===== config.mk =====
export PLATFORM = sky130hd
export DESIGN_NAME = uart_rx_gen
export DESIGN_NICKNAME = d
export VERILOG_FILES = /design/src/rtl/uart_rx_gen.sv
export SDC_FILE = /design/constraint.sdc
export NUM_CORES = 1
export LEC_CHECK = 0
export BUFFER_PORTS_ARGS = -buffer_cell sky130_fd_sc_hd__buf_2
export CORE_MARGIN = 5
export CORE_UTILIZATION = 49
export DETAILED_ROUTE_END_ITERATION = 6
export PLACE_DENSITY = 0.77
export SLEW_MARGIN = 40
export SYNTH_ARGS = -nofsm -noshare
export SYNTH_HDL_FRONTEND = slang
export SYNTH_SLANG_ARGS = --single-unit

===== constraint.sdc =====
create_clock -name i_CLK -period 1.6 [get_ports i_CLK]
set_input_delay 0.32 -clock i_CLK [delete_from_list [all_inputs] [get_ports i_CLK]]
set_output_delay 0.32 -clock i_CLK [all_outputs]
set_load 0.01 [all_outputs]

===== src/rtl/uart_rx_gen.sv =====
// uart_rx_gen: oversampling UART receiver with a two-flop input synchronizer,
// mid-bit sampling, configurable data/stop bits and frame-error reporting.
// Optional parity checking is compiled in with `define UART_RX_GEN_PARITY_EN;
// without it the PARITY state is absent and o_PARITY_ERR is constant 0.
module uart_rx_gen #(
  parameter int c_CYCLES_PER_BIT = 217,
  parameter int c_DATA_BITS      = 8,
  parameter int c_STOP_BITS      = 1,
  parameter int c_PARITY_ODD     = 0
) (
  input  logic                   i_CLK,
  input  logic                   i_RST,
  input  logic                   i_SERIAL_DATA,
  output logic [c_DATA_BITS-1:0] o_DATA_RX,
  output logic                   o_RX_DATA_VALID,
  output logic                   o_FRAME_ERR,
  output logic                   o_PARITY_ERR,
  output logic                   o_BUSY
);

  localparam int CNT_W = $clog2(c_CYCLES_PER_BIT);
  localparam int IDX_W = $clog2(c_DATA_BITS);

  // Counter values at which the start bit is re-checked and the other bits are sampled.
  // Re-checking the start bit halfway in lets every later sample land near a bit centre.
  localparam logic [CNT_W-1:0] c_MID       = CNT_W'((c_CYCLES_PER_BIT - 1) / 2);
  localparam logic [CNT_W-1:0] c_LAST      = CNT_W'(c_CYCLES_PER_BIT - 1);
  localparam logic [IDX_W-1:0] c_LAST_IDX  = IDX_W'(c_DATA_BITS - 1);
  localparam logic             c_LAST_STOP = 1'(c_STOP_BITS - 1);

  typedef enum logic [2:0] {
    IDLE,
    START,
    DATA,
`ifdef UART_RX_GEN_PARITY_EN
    PARITY,
`endif
    STOP
  } state_t;

  state_t state_q, state_d;

  logic                   sync1_q, sync2_q;
  logic                   rx_sync;
  logic [CNT_W-1:0]       cnt_q, cnt_d;
  logic [IDX_W-1:0]       bit_idx_q, bit_idx_d;
  logic                   stop_idx_q, stop_idx_d;
  logic [c_DATA_BITS-1:0] shift_q, shift_d;
  logic                   ferr_pend_q, ferr_pend_d;
  logic [c_DATA_BITS-1:0] data_q, data_d;
  logic                   ferr_q, ferr_d;
  logic                   valid_q, valid_d;
`ifdef UART_RX_GEN_PARITY_EN
  logic                   perr_pend_q, perr_pend_d;
  logic                   perr_q, perr_d;
  logic                   c_ODD_BIT;
  assign c_ODD_BIT = 1'(c_PARITY_ODD);
`else
  logic                   unused_parity_cfg;
  assign unused_parity_cfg = 1'(c_PARITY_ODD);
`endif

  // Two-stage synchronizer for the asynchronous line; it resets to the idle (high) level.
  always_ff @(posedge i_CLK) begin
    if (i_RST) begin
      sync1_q <= 1'b1;
      sync2_q <= 1'b1;
    end else begin
      sync1_q <= i_SERIAL_DATA;
      sync2_q <= sync1_q;
    end
  end

  assign rx_sync = sync2_q;

  // State, counters, shift register and reported outputs.
  always_ff @(posedge i_CLK) begin
    if (i_RST) begin
      state_q     <= IDLE;
      cnt_q       <= '0;
      bit_idx_q   <= '0;
      stop_idx_q  <= 1'b0;
      shift_q     <= '0;
      ferr_pend_q <= 1'b0;
      data_q      <= '0;
      ferr_q      <= 1'b0;
      valid_q     <= 1'b0;
`ifdef UART_RX_GEN_PARITY_EN
      perr_pend_q <= 1'b0;
      perr_q      <= 1'b0;
`endif
    end else begin
      state_q     <= state_d;
      cnt_q       <= cnt_d;
      bit_idx_q   <= bit_idx_d;
      stop_idx_q  <= stop_idx_d;
      shift_q     <= shift_d;
      ferr_pend_q <= ferr_pend_d;
      data_q      <= data_d;
      ferr_q      <= ferr_d;
      valid_q     <= valid_d;
`ifdef UART_RX_GEN_PARITY_EN
      perr_pend_q <= perr_pend_d;
      perr_q      <= perr_d;
`endif
    end
  end

  // Next-state and datapath logic; the counter is cleared on every state change.
  always_comb begin
    state_d     = state_q;
    cnt_d       = cnt_q + CNT_W'(1);
    bit_idx_d   = bit_idx_q;
    stop_idx_d  = stop_idx_q;
    shift_d     = shift_q;
    ferr_pend_d = ferr_pend_q;
    data_d      = data_q;
    ferr_d      = ferr_q;
    valid_d     = 1'b0;
`ifdef UART_RX_GEN_PARITY_EN
    perr_pend_d = perr_pend_q;
    perr_d      = perr_q;
`endif

    case (state_q)
      IDLE: begin
        cnt_d = '0;
        if (!rx_sync) begin
          state_d = START;
        end
      end

      START: begin
        if (cnt_q == c_MID) begin
          cnt_d = '0;
          if (!rx_sync) begin
            state_d     = DATA;
            bit_idx_d   = '0;
            stop_idx_d  = 1'b0;
            ferr_pend_d = 1'b0;
`ifdef UART_RX_GEN_PARITY_EN
            perr_pend_d = 1'b0;
`endif
          end else begin
            state_d = IDLE;
          end
        end
      end

      DATA: begin
        if (cnt_q == c_LAST) begin
          cnt_d              = '0;
          shift_d[bit_idx_q] = rx_sync;
          if (bit_idx_q == c_LAST_IDX) begin
            bit_idx_d = '0;
`ifdef UART_RX_GEN_PARITY_EN
            state_d   = PARITY;
`else
            state_d   = STOP;
`endif
          end else begin
            bit_idx_d = bit_idx_q + IDX_W'(1);
          end
        end
      end

`ifdef UART_RX_GEN_PARITY_EN
      PARITY: begin
        if (cnt_q == c_LAST) begin
          cnt_d       = '0;
          perr_pend_d = (^shift_q) ^ rx_sync ^ c_ODD_BIT;
          state_d     = STOP;
        end
      end
`endif

      STOP: begin
        if (cnt_q == c_LAST) begin
          cnt_d = '0;
          if (stop_idx_q == c_LAST_STOP) begin
            data_d     = shift_q;
            ferr_d     = ferr_pend_q | ~rx_sync;
`ifdef UART_RX_GEN_PARITY_EN
            perr_d     = perr_pend_q;
`endif
            valid_d    = 1'b1;
            stop_idx_d = 1'b0;
            state_d    = IDLE;
          end else begin
            ferr_pend_d = ferr_pend_q | ~rx_sync;
            stop_idx_d  = 1'b1;
          end
        end
      end

      default: begin
        state_d = IDLE;
        cnt_d   = '0;
      end
    endcase
  end

  assign o_DATA_RX       = data_q;
  assign o_FRAME_ERR     = ferr_q;
  assign o_RX_DATA_VALID = valid_q;
  assign o_BUSY          = (state_q != IDLE);
`ifdef UART_RX_GEN_PARITY_EN
  assign o_PARITY_ERR    = perr_q;
`else
  assign o_PARITY_ERR    = 1'b0;
`endif

endmodule


==> results of run 1 <==
==> sequential cells by signal (all words and copies together) (netlist names) <==
register	count
cnt_q	8
o_DATA_RX	8
shift_q	8
bit_idx_q	3
state_q	2
ferr_pend_q	1
o_FRAME_ERR	1
o_RX_DATA_VALID	1
rx_sync	1
sync1_q	1
==> worst reg2reg max path, stage by stage (launching register included) <==
cell and delay, ps:
dfxtp_2 330, inv_2 60, ha_4 130, and4_4 240, and3_4 190, or3b_4 370
mux2i_1 120
==> metrics by stage <==
| step | setup TNS, ps | setup WS [ps] | std cells | hold slack, ps |
|---|---|---|---|---|
| 6_report | 0 | 42.1 | 209 | 169 |
| 5_1_grt | -25.7 | -16.5 | 209 | 150 |
| 4_1_cts | 0 | 20.4 | 208 | 162 |
| 3_5_place_dp | -312 | -51.4 | 202 | 397 |
| 3_3_place_gp | 0 | 26.5 | 202 | 393 |
| 2_1_floorplan | 0 | 79.8 | 155 | 389 |
==> power breakdown <==
part | leakage [nW] | total, mW | internal, mW | switching, mW
clock network | 0.0302 | 0.454 | 0.198 | 0.257
registers | 0.276 | 0.852 | 0.849 | 0.00339
logic | 0.379 | 0.0331 | 0.0134 | 0.0196
==> kinds of logic (layout without fill, tap and decap cells) <==
kind of cell / after synthesis / count (layout) / synth area share (%)
AND/OR/NAND/NOR: 70 / 70 / 28.1
AO/OA/AOI/OAI: 12 / 12 / 5.08
flip-flops: 34 / 34 / 45.3
buffers and inverters: 13 / 34 / 4.50
multiplexers: 15 / 15 / 9.99
other: 1 / 1 / 0.250
adder cells (fa/ha/maj): 4 / 4 / 3.33
XOR/XNOR: 6 / 6 / 3.50
==> layout make-up <==
class	count	area (sq um)	area share [%]
Timing Repair Buffer	24	155	8.90
Inverter	4	15.0	0.861
Tap cell	33	41.3	2.37
Sequential cell	34	684	39.3
Clock buffer	6	51.3	2.94
Multi-Input combinational cell	108	796	45.7
==> path summary, 6_finish.rpt <==
| kind | endpoint | slack [ps] | cells past startpoint |
|---|---|---|---|
| hold reg to reg | rx_sync | 420 | 1 |
| setup reg to reg | shift_q[5] | 40 | 6 |
| hold / removal | sync1_q | 170 | 2 |
| setup / recovery | shift_q[5] | 40 | 6 |
==> layer usage <==
layer  global-route usage, %  routed length (microns)  vias to the layer above
li1                        -                        -                      577
met3                    4.10                      103                        5
met5                       0                        0                        -
met1                    16.5                     1290                      550
met2                    25.2                     1510                       19
met4                    7.51                       42                        0
==> cells in the mapped netlist, drive strengths merged, types with 2 or more instances <==
cell	count	area, sq um
nand2b	8	50.1
nand3	9	50.1
o21ai	2	10.0
nor2	18	67.6
nor3b	2	26.3
buf	4	31.3
nand2	4	15.0
nand4	6	37.5
ha	4	50.1
inv	4	15.0
clkbuf	5	21.3
or2	3	18.8
and4	3	27.5
nand4b	2	17.5
nor2b	2	12.5
dfxtp	34	681
a21oi	7	35.0
xnor2	2	17.5
and3	2	12.5
or3	2	12.5
mux2i	15	150
xor2	4	35.0
==> repair_timing <==
action                     in CTS  in global routing
pin swaps                       0                  2
buffers inserted                0                  1
resized for setup               3                 14
setup endpoints to repair      11                 18
==> cell usage in the layout (no fill, tap or decap), types with 5 or more instances in the layout <==
cell | netlist | routed
mux2i_1 | 15 | 15
buf_4 | 2 | 10
nand3_1 | 8 | 8
buf_2 | 1 | 13
nand2b_1 | 8 | 8
nand4_1 | 6 | 6
nor2_1 | 18 | 18
a21oi_1 | 7 | 6
clkbuf_4 | 0 | 5
dfxtp_1 | 34 | 31
==> flow_metrics.tcl, run 1 <==
set metrics [dict create \
    path_cells "inv_2 -> ha_4 -> and4_4 -> and3_4 -> or3b_4 -> mux2i_1" \
    dp.final_hpwl_mm 2.05 \
    vias_per_cell 5.51 \
    cts.path.max_buffers 2 \
    max_stage_delay_ps 370 \
    grt_overflow 0 \
    fin_skew_ps 6.64 \
    grt.total_usage_pct 14.7 \
    worst_hold_path_type "in -> reg" \
    synthToLayoutAreaGrowth_pct 16.0 \
    postSynthAreaPerCell_sq_um 9.69 \
    synth-edff-count 0 \
    maxCapViolCount 0 \
    fill_cells 259 \
    endpoint_kind "register" \
    drive_above_1_share_pct 29.0 \
    cp_max_fo 4 \
    gp_congestion 0.794 \
    status "finished, final reports clean" \
    hold_buffers 0 \
    cp.arrival_ps 1770 \
    drt_wl_total_mm 2.95 \
    rsz0062_at_grt "true" \
    final_cell_area_sq_um 1740 \
    cpMaxStageDelayCell "or3b_4" \
    ctsHtreeMaxLevel 2 \
    ir_drop_mv 0.355 \
    placedInstanceArea_sq_um 1630 \
    grt_max_degree 22 \
    leakage_nw 0.685 \
    critPathKind "reg -> reg" \
    grt_first_pass_wirelength_mm 4.84 \
    critical-path-top-delay-family "simple AND/OR/NAND/NOR gates" \
    min_period_ps 1560 \
    fmax_ghz 0.642 \
    ys_ff_latch 34 \
    r2r-start "cnt_q[1]" \
    min_from "i_SERIAL_DATA" \
    netlist_area_sq_um 1500 \
    synthCells 155 \
    crit_required_ps 1820 \
    core.rowCount 20 \
    nets 184 \
    ios 15 \
    coreArea_sq_um 3000 \
    antenna-diode-count 0 \
    drv_slew 0 \
    startpoint_type "register" \
    wire_per_inst_microns 14.1 \
    yosys_warnings 0 \
    die_area_sq_um 4270 \
    synth_ff_type "dfxtp_1" \
    clkLatencyLatePin_ps 330 \
    post-route-period-util_pct 97.4 \
    io_buffer_count 13 \
    vias 1151 \
    postSynthNetCount 162 \
    critical_path_buf_inv_count 1 \
    synth.yosys.seq_area_share_pct 45.3 \
    hold_viol 0 \
    grt_pass1_vias 1137 \
    clk_pin_slew_worst_paths_ps 90 \
    die_h_microns 65.4 \
    clock-sinks 34 \
    setup_viol 0 \
    numCtsBuffers 5 \
    synth-async-reset-ratio_pct 0 \
    post_synth_num_cell_types 41 \
    die_w_microns 65.4 \
    finalPower_mw 1.34 \
    final_util_pct 58.0 \
    drtIter0Drc 31 \
    drc 0 \
    initial_utilization_pct 50.0 \
    critPathLaunch "cnt_q[1]" \
    drt_first_pass_iters 5 \
    powerDensity_nw_per_um2 769 \
    cts_tree "built" \
    cts_root_buffer "clkbuf_4" \
    ant_nets 0 \
    antenna_found_initial 0 \
]
(Power assumes the default switching activity.)
==> run 2: changes to the inputs <==
--- a/config.mk
+++ b/config.mk
@@ -6,7 +6,6 @@
 export NUM_CORES = 1
 export LEC_CHECK = 0
 export BUFFER_PORTS_ARGS = -buffer_cell sky130_fd_sc_hd__buf_2
-export CORE_MARGIN = 5
 export CORE_UTILIZATION = 49
 export DETAILED_ROUTE_END_ITERATION = 6
 export PLACE_DENSITY = 0.77
==> flow_metrics.tcl, run 2 (synthesis results as in run 1) <==
set metrics [dict create \
    status "complete, but fails checks" \
    violations "design-rule violations" \
    placedInstanceArea_sq_um 1620 \
    cts_root_buffer "clkbuf_4" \
    worst_hold_path_type "in -> reg" \
    dp.final_hpwl_mm 2.02 \
    io_buffer_count 13 \
    vias_per_cell 5.55 \
    drt_wl_total_mm 2.85 \
    dp.cells 199 \
    coreArea_sq_um 2830 \
    die_h_microns 57.4 \
    wire_per_inst_microns 13.8 \
    path_cells "inv_2 -> ha_4 -> and4_4 -> and3_4 -> or3b_4 -> mux2i_1" \
    antenna-diode-count 0 \
    drc 4 \
    cp_max_fo 4 \
    critPathKind "reg -> reg" \
    grt.total_usage_pct 19.5 \
    whs_endpoint "sync1_q" \
    startpoint_type "register" \
    critical_path_buf_inv_count 1 \
    ff2ff_path_depth 6 \
    multiInputGateArea_sq_um 791 \
    r2r-start "cnt_q[1]" \
    register_area_sq_um 684 \
    drt_first_pass_iters 6 \
    min_period_ps 1540 \
    ant_nets 0 \
    cts.path.max_buffers 2 \
    hold_buffers 0 \
    min_from "i_SERIAL_DATA" \
    fill_cells 236 \
    leakage_nw 0.676 \
    final_cell_area_sq_um 1730 \
    final_util_pct 61.0 \
    rr_endpoint "shift_q[5]" \
    cts_tree "built" \
    rrSetupSlack_ps 60 \
    clock-sinks 34 \
    cp.arrival_ps 1760 \
    grt_pass1_vias 1054 \
    tns_ps 0 \
    fin_skew_ps 8.13 \
    antenna_found_initial 0 \
    ctsHtreeMaxLevel 2 \
    gp_congestion 0.792 \
    initial_utilization_pct 53.1 \
    hold_viol 0 \
    postCtsSetupRepairBufs 0 \
    clk_pin_slew_worst_paths_ps 100 \
    final_common_cell "dfxtp_1" \
    drv_slew 0 \
    final_cell_mix "dfxtp_1, nor2_1, mux2i_1" \
    max_stage_delay_ps 380 \
    vias 1149 \
    finalPower_mw 1.38 \
    finalNonFillerCells 207 \
    critical-path-top-delay-family "simple AND/OR/NAND/NOR gates" \
    post-route-period-util_pct 96.3 \
    ir_drop_mv 0.687 \
    die_w_microns 57.4 \
    rsz0062_at_grt "false" \
    grt_max_degree 29 \
    endpoint_kind "register" \
    core.rowCount 19 \
    drive_above_1_share_pct 27.8 \
    crit_required_ps 1820 \
    maxCapViolCount 0 \
    grt_first_pass_wirelength_mm 4.75 \
    clkLatencyLatePin_ps 340 \
    ios 15 \
    fmax_ghz 0.649 \
    synthToLayoutAreaGrowth_pct 14.8 \
    nets 182 \
    hold_path_depth 2 \
    numCtsBuffers 5 \
    die_area_sq_um 3290 \
    setup_viol 0 \
    powerDensity_nw_per_um2 798 \
    cpMaxStageDelayCell "or3b_4" \
    grt_overflow 0 \
    drtIter0Drc 32 \
]
-- run 2: per-layer routing --
metal | up-vias | global-route usage (%) | part of all wire, %
met3 | 7 | 6.80 | 4.7
met1 | 539 | 23.2 | 44
met5 | - | 0 | 0
met4 | 0 | 7.32 | 1.7
met2 | 26 | 32.2 | 49
li1 | 577 | - | -
-- run 2: worst max path at each step --
stage / start / end / slack (ps) / cells after the start
floorplan: cnt_q[0] / o_FRAME_ERR / 80 / 6
global placement: cnt_q[0] / o_DATA_RX[3] / 30 / 6
detailed placement: cnt_q[0] / o_DATA_RX[4] / -40 / 6
CTS: cnt_q[0] / shift_q[5] / 3 / 6
global route: cnt_q[5] / bit_idx_q[0] / 10 / 5
finish: cnt_q[1] / shift_q[5] / 60 / 6
-- run 2: report_power, final --
part / total, mW / internal (mW) / switching [mW] / leakage (nW)
combinational: 0.0302 / 0.0118 / 0.0184 / 0.365
clock: 0.494 / 0.213 / 0.282 / 0.0353
sequential: 0.853 / 0.849 / 0.00373 / 0.276
total: 1.38 / 1.07 / 0.304 / 0.676
-- run 2: layout make-up --
cell class	count	share of cell area (%)
Inverter	4	0.870
Clock buffer	7	3.19
Sequential cell	34	39.7
Clock inverter	1	0.290
Multi-Input combinational cell	108	45.8
Tap cell	31	2.25
Timing Repair Buffer	22	7.90
-- run 2: metrics by stage --
| stage | setup slack, ps | hold WS [ps] |
|---|---|---|
| floorplan | 79.8 | 389 |
| detailed placement | -36.5 | 400 |
| CTS | 3.34 | 165 |
| finish | 59.4 | 171 |
| global route | 10.3 | 152 |
| global placement | 25.0 | 394 |
-- run 2: worst reg2reg max path, delay by kind of cell (launching register included) --
family                   cells  cell delay (ps)
flip-flops                   1              340
multiplexers                 1              130
buffers and inverters        1               60
AND/OR/NAND/NOR              3              790
adder cells (fa/ha/maj)      1              120
-- run 2: timing repair --
item                       in CTS  in global routing
resized for setup               2                 12
pin swaps                       0                  3
setup endpoints to repair      10                 15
